--- src/rtl/inst_encoder.sv ---
// -----------------------------------------------------------------------------
// inst_encoder
//   Two-stage RISC-V instruction encoder (inverse of the immediate generator).
//   Takes decoded fields plus a full 32-bit immediate, checks that the
//   immediate fits the format, and scatters it into the instruction word.
//   Bundles whose immediate does not fit (or whose itype is unknown) are still
//   delivered in order, with inst=0 and err=1.
//
// Ports
//   clk, rst_n            : clock (rising edge), async active-low reset
//   in_valid / in_ready   : input handshake for the field bundle
//   itype, opcode, funct3, funct7, rd, rs1, rs2, imm : decoded fields
//   out_valid / out_ready : output handshake
//   inst, err             : encoded word and illegal flag (qualified by out_valid)
//   enc_count             : words delivered with err=0 (wraps)
//   err_count             : words delivered with err=1 (saturates)
// -----------------------------------------------------------------------------
module inst_encoder #(
    parameter int CNT_W = 16
) (
    input  logic             clk,
    input  logic             rst_n,
    input  logic             in_valid,
    output logic             in_ready,
    input  logic [2:0]       itype,
    input  logic [6:0]       opcode,
    input  logic [2:0]       funct3,
    input  logic [6:0]       funct7,
    input  logic [4:0]       rd,
    input  logic [4:0]       rs1,
    input  logic [4:0]       rs2,
    input  logic [31:0]      imm,
    output logic             out_valid,
    input  logic             out_ready,
    output logic [31:0]      inst,
    output logic             err,
    output logic [CNT_W-1:0] enc_count,
    output logic [CNT_W-1:0] err_count
);

    // Format codes shared with the decoder; NULL_TYPE is R-format.
    localparam logic [2:0] NULL_TYPE = 3'd0;
    localparam logic [2:0] I_TYPE    = 3'd1;
    localparam logic [2:0] S_TYPE    = 3'd2;
    localparam logic [2:0] U_TYPE    = 3'd3;
    localparam logic [2:0] J_TYPE    = 3'd4;

    localparam logic [6:0] OP_IMM = 7'b0010011;

    // ---------------- handshake ----------------
    logic r_s1_valid, r_s2_valid;
    logic w_s2_free, w_in_fire, w_s1_adv, w_out_fire;

    assign w_s2_free  = !r_s2_valid || out_ready;
    assign in_ready   = !r_s1_valid || w_s2_free;
    assign w_in_fire  = in_valid && in_ready;
    assign w_s1_adv   = r_s1_valid && w_s2_free;
    assign w_out_fire = r_s2_valid && out_ready;

    // ---------------- legality (on the incoming bundle) ----------------
    logic w_shift, w_legal;
    logic w_sext12, w_sext21;

    // slli/srli/srai carry funct7 in the upper immediate bits.
    assign w_shift  = (itype == I_TYPE) && (opcode == OP_IMM) &&
                      (funct3 == 3'b001 || funct3 == 3'b101);
    // imm[31:11] all equal: value fits a signed 12-bit field.
    assign w_sext12 = (&imm[31:11]) || !(|imm[31:11]);
    // imm[31:20] all equal: value fits the signed 21-bit J range.
    assign w_sext21 = (&imm[31:20]) || !(|imm[31:20]);

    always_comb begin
        w_legal = 1'b0;
        case (itype)
            I_TYPE:    w_legal = w_shift ? (imm[31:5] == 27'd0) : w_sext12;
            S_TYPE:    w_legal = w_sext12;
            U_TYPE:    w_legal = (imm[11:0] == 12'd0);
            J_TYPE:    w_legal = !imm[0] && w_sext21;
            NULL_TYPE: w_legal = 1'b1;
            default:   w_legal = 1'b0;
        endcase
    end

    // ---------------- stage 1: captured fields ----------------
    logic [2:0]  r_s1_type;
    logic [6:0]  r_s1_op, r_s1_f7;
    logic [2:0]  r_s1_f3;
    logic [4:0]  r_s1_rd, r_s1_rs1, r_s1_rs2;
    logic [31:0] r_s1_imm;
    logic        r_s1_shift, r_s1_legal;

    always_ff @(posedge clk or negedge rst_n) begin
        if (!rst_n) begin
            r_s1_valid <= 1'b0;
            r_s1_type  <= '0;
            r_s1_op    <= '0;
            r_s1_f7    <= '0;
            r_s1_f3    <= '0;
            r_s1_rd    <= '0;
            r_s1_rs1   <= '0;
            r_s1_rs2   <= '0;
            r_s1_imm   <= '0;
            r_s1_shift <= 1'b0;
            r_s1_legal <= 1'b0;
        end else begin
            if (w_in_fire) begin
                r_s1_valid <= 1'b1;
                r_s1_type  <= itype;
                r_s1_op    <= opcode;
                r_s1_f7    <= funct7;
                r_s1_f3    <= funct3;
                r_s1_rd    <= rd;
                r_s1_rs1   <= rs1;
                r_s1_rs2   <= rs2;
                r_s1_imm   <= imm;
                r_s1_shift <= w_shift;
                r_s1_legal <= w_legal;
            end else if (w_s1_adv) begin
                r_s1_valid <= 1'b0;
            end
        end
    end

    // ---------------- packing (from stage 1) ----------------
    logic [31:0] w_inst;

    always_comb begin
        w_inst = '0;
        if (r_s1_legal) begin
            case (r_s1_type)
                I_TYPE: w_inst = r_s1_shift ?
                    {r_s1_f7, r_s1_imm[4:0], r_s1_rs1, r_s1_f3, r_s1_rd, r_s1_op} :
                    {r_s1_imm[11:0], r_s1_rs1, r_s1_f3, r_s1_rd, r_s1_op};
                S_TYPE: w_inst = {r_s1_imm[11:5], r_s1_rs2, r_s1_rs1, r_s1_f3,
                                  r_s1_imm[4:0], r_s1_op};
                U_TYPE: w_inst = {r_s1_imm[31:12], r_s1_rd, r_s1_op};
                J_TYPE: w_inst = {r_s1_imm[20], r_s1_imm[10:1], r_s1_imm[11],
                                  r_s1_imm[19:12], r_s1_rd, r_s1_op};
                default: w_inst = {r_s1_f7, r_s1_rs2, r_s1_rs1, r_s1_f3,
                                   r_s1_rd, r_s1_op};
            endcase
        end
    end

    // ---------------- stage 2: output register + counters ----------------
    logic [31:0]      r_s2_inst;
    logic             r_s2_err;
    logic [CNT_W-1:0] r_enc_cnt, r_err_cnt;

    always_ff @(posedge clk or negedge rst_n) begin
        if (!rst_n) begin
            r_s2_valid <= 1'b0;
            r_s2_inst  <= '0;
            r_s2_err   <= 1'b0;
            r_enc_cnt  <= '0;
            r_err_cnt  <= '0;
        end else begin
            // A new word may replace one being drained in the same cycle.
            if (w_s1_adv) begin
                r_s2_valid <= 1'b1;
                r_s2_inst  <= w_inst;
                r_s2_err   <= !r_s1_legal;
            end else if (w_out_fire) begin
                r_s2_valid <= 1'b0;
            end

            if (w_out_fire) begin
                if (r_s2_err) begin
                    if (r_err_cnt != '1)
                        r_err_cnt <= r_err_cnt + 1'b1;
                end else begin
                    r_enc_cnt <= r_enc_cnt + 1'b1;
                end
            end
        end
    end

    assign out_valid = r_s2_valid;
    assign inst      = r_s2_inst;
    assign err       = r_s2_err;
    assign enc_count = r_enc_cnt;
    assign err_count = r_err_cnt;

endmodule

--- config.mk ---
export PLATFORM = sky130hd
export DESIGN_NAME = inst_encoder
export DESIGN_NICKNAME = d
export VERILOG_FILES = /design/src/rtl/inst_encoder.sv
export SDC_FILE = /design/constraint.sdc
export NUM_CORES = 1
export LEC_CHECK = 0
export CORE_ASPECT_RATIO = 0.6
export CORE_MARGIN = 3
export CORE_UTILIZATION = 50
export DETAILED_ROUTE_END_ITERATION = 16
export GPL_TIMING_DRIVEN = 0
export MAX_ROUTING_LAYER = met4
export PLACE_DENSITY = 0.83
export SLEW_MARGIN = 20
export SYNTH_ARGS = -nofsm -noshare
export SYNTH_HDL_FRONTEND = slang
export SYNTH_SLANG_ARGS = --single-unit
export TNS_END_PERCENT = 10
--- constraint.sdc ---
create_clock -name clk -period 1.9 [get_ports clk]
set_input_delay 0.285 -clock clk [delete_from_list [all_inputs] [get_ports clk]]
set_output_delay 0.285 -clock clk [all_outputs]
set_load 0.02 [all_outputs]
==> summary.md <==
| Metric | Value |
|---|---|
| Status | finished, violations left |
| Failing checks | negative setup slack |
| Vias in the first global route | between 4000 and 5000 |
| Post-route ant nets | 0 |
| DR WL/cell | between 20 and 25 um |
| Unrepaired setup endpoints after global routing | true |
| DR DRC count | 0 |
| Lkg Pwr | between 3 and 4 nW |
| Initial antenna violation count | 0 |
| Grt met1 use | 0.372 |
| Synth cell types | 50 |
| Syn_nets | slightly below 600 |
| Nets | around 740 |
| Pre-CTS WS | -0.350 ns |
| Clk pwr share | 0.393 |
| Fin Hold WS | between 0.3 and 0.4 ns |
| Clock Sinks | about 140 |
| Initial DRC count | around 400 |
| GRT overflow | 0 |
| Gr busiest metal | met2 |
| Top cells by count, synth | dfrtp_1 (136), mux2_2 (68), nand2_1 (55), o21ai_0 (39), xnor2_1 (21) |
| Clock-pin slew on the worst setup and hold paths | about 0.060 ns |
| Slowest cell on crit path | clkdlybuf4s50_1 |
| Layout Cell Area excl Fill | roughly 8400 um2 |
| Period utilisation layout | 1.01 |
| Crit Path Class | input port to flip-flop |
| Largest cells by area after synthesis | dfrtp_1 (56%), mux2_2 (13%), nand2_1 (3.4%), o21ai_0 (3.2%), xnor2_1 (3.0%) |
| Crit path capture type | flip-flop |
| Slew Viols, Final | 0 |
| Synthesis-stage register bit count | approximately 140 |
| Combinational power share | 0.203 |
| Crit-path cells | clkdlybuf4s50_1 > nor4b_2 > nand4_1 > nor4_1 > nor4_1 > o31ai_1 |
| Number of setup buffers added after CTS | 0 |
| Register area share after synthesis | 0.558 |
| ANT cells | 0 |
| Met2 usage | 0.376 |
| Final setup vio count | 1 |
| CTS max path bufs | 2 |
| Switching share of power | 0.283 |
| Worst setup margin | -0.0197 ns |
| Most instantiated library cell after synthesis | dfrtp_1 |
| Syn. warnings | 0 |
| # port buffers | approximately 140 |
| DIE HEIGHT | between 90 and 100 um |
| Top cell by count, worst path | nor4_1 |
| Met3 Usage GRT | 0.0863 |
| Max-cap violations | 0 |
| P_sw | around 2.6 mW |
| Post-synth EDFFs | 0 |
| Max Fclk | between 500 and 600 MHz |
| Mean Syn Cell Area | 12.0 um2 |
| Internal power | between 6 and 7 mW |
| CP max stage delay | a little under 0.6 ns |
| Post-route clock skew | a little over 0.006 ns |
| Total Routing Usage GR | 0.267 |
| Final-report hold violation count | 0 |
| Core area | around 12000 um2 |
| Synth area leader | dfrtp_1 |
| Sequential power share | 0.405 |
| Post-synthesis async set-or-reset flop share | 1.00 |
| Placed Area | between 7000 and 8000 um2 |
| Num CTS Buffers | 17 |
| Chip Width | 149 um |
| Worst Path Max Fanout | 6 |
| Gpl congestion | 0.877 |
| Vias | just under 5000 |
| Req. time, crit path | ~2.2 ns |
| Synth Flop Type | dfrtp_1 |
| DRT Pass-1 Iters | 5 |
| Row count | 30 |
| Clock root buffer | clkbuf_16 |
| Slew headroom | 0.576 |
| Largest net degree at the start of global routing | ~100 |
| Worst EP arrival | 2.24 ns |
| Syn Inst Count | between 500 and 600 |
| CTS tree | built |
| H-tree levels | 4 |
| Global-route wire length before repair | 27.1 mm |
| Hold Crit Class | input port to asynchronous set/reset pin |
| Worst slew pin tran | ~0.64 ns |
| Peak supply drop | ~0.73 mV |
| Share of cells above drive strength 1 | 0.191 |
| Routed wire length | roughly 17 mm |
| Minimum clock period | ~1.9 ns |
| Worst skew pair latency | between 0.4 and 0.5 ns |
| Synthesized area | slightly above 6000 um2 |
| Area added between synthesis and finish | 37.2% |
| Detail Placement HPWL | 12.2 mm |
| Yosys top cell area share | 0.558 |
| Die ar. | about 14000 um2 |
| Routed vias/inst | ~6 |
| Setup crit start kind | input port |
| Starting Density | 0.526 |
| PwrDens | 1080 nW/um2 |
| I/O Pins | 138 |
[final timing paths]
check,cells after the start,start,slack [ns],end
setup reg to reg,4,out_valid$_DFFE_PN0P_,0.11,r_s1_op[6]$_DFFE_PN0P_
hold / removal,2,rst_n,0.34,enc_count[15]$_DFFE_PN0P_
setup / recovery,6,itype[1],-0.02,r_s1_legal$_DFFE_PN0P_
min in group clk,2,inst[6]$_DFFE_PN0P_,0.48,inst[6]$_DFFE_PN0P_
max in group asynchronous,3,rst_n,0.77,r_s1_imm[9]$_DFFE_PN0P_
hold reg to reg,2,inst[6]$_DFFE_PN0P_,0.48,inst[6]$_DFFE_PN0P_
[state kept, by name, summed over array words and instances (netlist names), 3 cells and up]
register	flops
inst	32
r_s1_imm	32
enc_count	16
err_count	16
r_s1_f7	7
r_s1_op	7
r_s1_rd	5
r_s1_rs1	5
r_s1_rs2	5
r_s1_f3	3
r_s1_type	3
[critical path: cells and delay by family]
family | cells | cell delay [ns]
compound gates | 1 | 0.24
buf+inv | 1 | 0.59
simple gates | 4 | 1.12
[through the flow]
step,util,setup TNS [ns],power [mW],cells
floorplan,-,0,4.60,508
global placement,0.661,-629.14,5.40,805
detailed placement,0.664,-16.88,5.50,806
CTS,0.720,0,9.06,839
global route,0.721,-0.0973,9.40,839
finish,0.721,-0.0197,9.07,839
[power groups by stage]
stage          combinational (mW)  sequential (mW)  clock (mW)
2_1_floorplan               0.825             3.77           0
3_3_place_gp                 1.73             3.67           0
3_5_place_dp                 1.81             3.69           0
4_1_cts                      1.83             3.65        3.58
5_1_grt                      1.97             3.71        3.72
6_report                     1.84             3.67        3.56
[routing by layer]
metal / up-vias / part of all wire
li1: 2167 / -
met2: 223 / 0.44
met3: 27 / 0.083
met4: 0 / 0.014
met5: - / 0
met1: 2478 / 0.46
[layout make-up]
cell class                 count  area (um2)
sequential                   136        3400
clock inverter                11         170
multi-input combinational    347        2590
fill                         756        3230
buffer                        23         111
timing repair buffer         139        1410
tap                          160         200
inverter                       2        7.51
clock buffer                  21         470
[cell usage in the layout (no fill, tap or decap), types with 12 or more instances in the layout]
master           netlist  final
dfrtp_1              136    136
clkdlybuf4s50_1        0    135
mux2_2                68     68
nand2_1               55     55
o21ai_0               39     39
xnor2_1               21     21
nand3_1               17     17
clkbuf_16              0     17
mux2i_1               14     14
nand4_1               13     13
a22oi_1               12     12
xor2_1                12     12
[cell families after synthesis]
kind of cell | count (synthesis) | share of synthesized area
buffers and inverters | 25 | 0.0195
and+or+nand+nor | 144 | 0.129
AOI/OAI and AO/OA | 86 | 0.0930
xor gates and xnor gates | 33 | 0.0474
muxes | 82 | 0.149
DFF | 136 | 0.558
adders and majority gates | 2 | 0.00410
[timing repair]
item                                    CTS  global route
endpoints found under the hold margin    39             0
hold buffers                              1             0
pin swaps                                 0             1
resized for setup                         1             3
endpoints found under the setup margin    1            11
No activity file was read; power rests on OpenSTA's default activity.
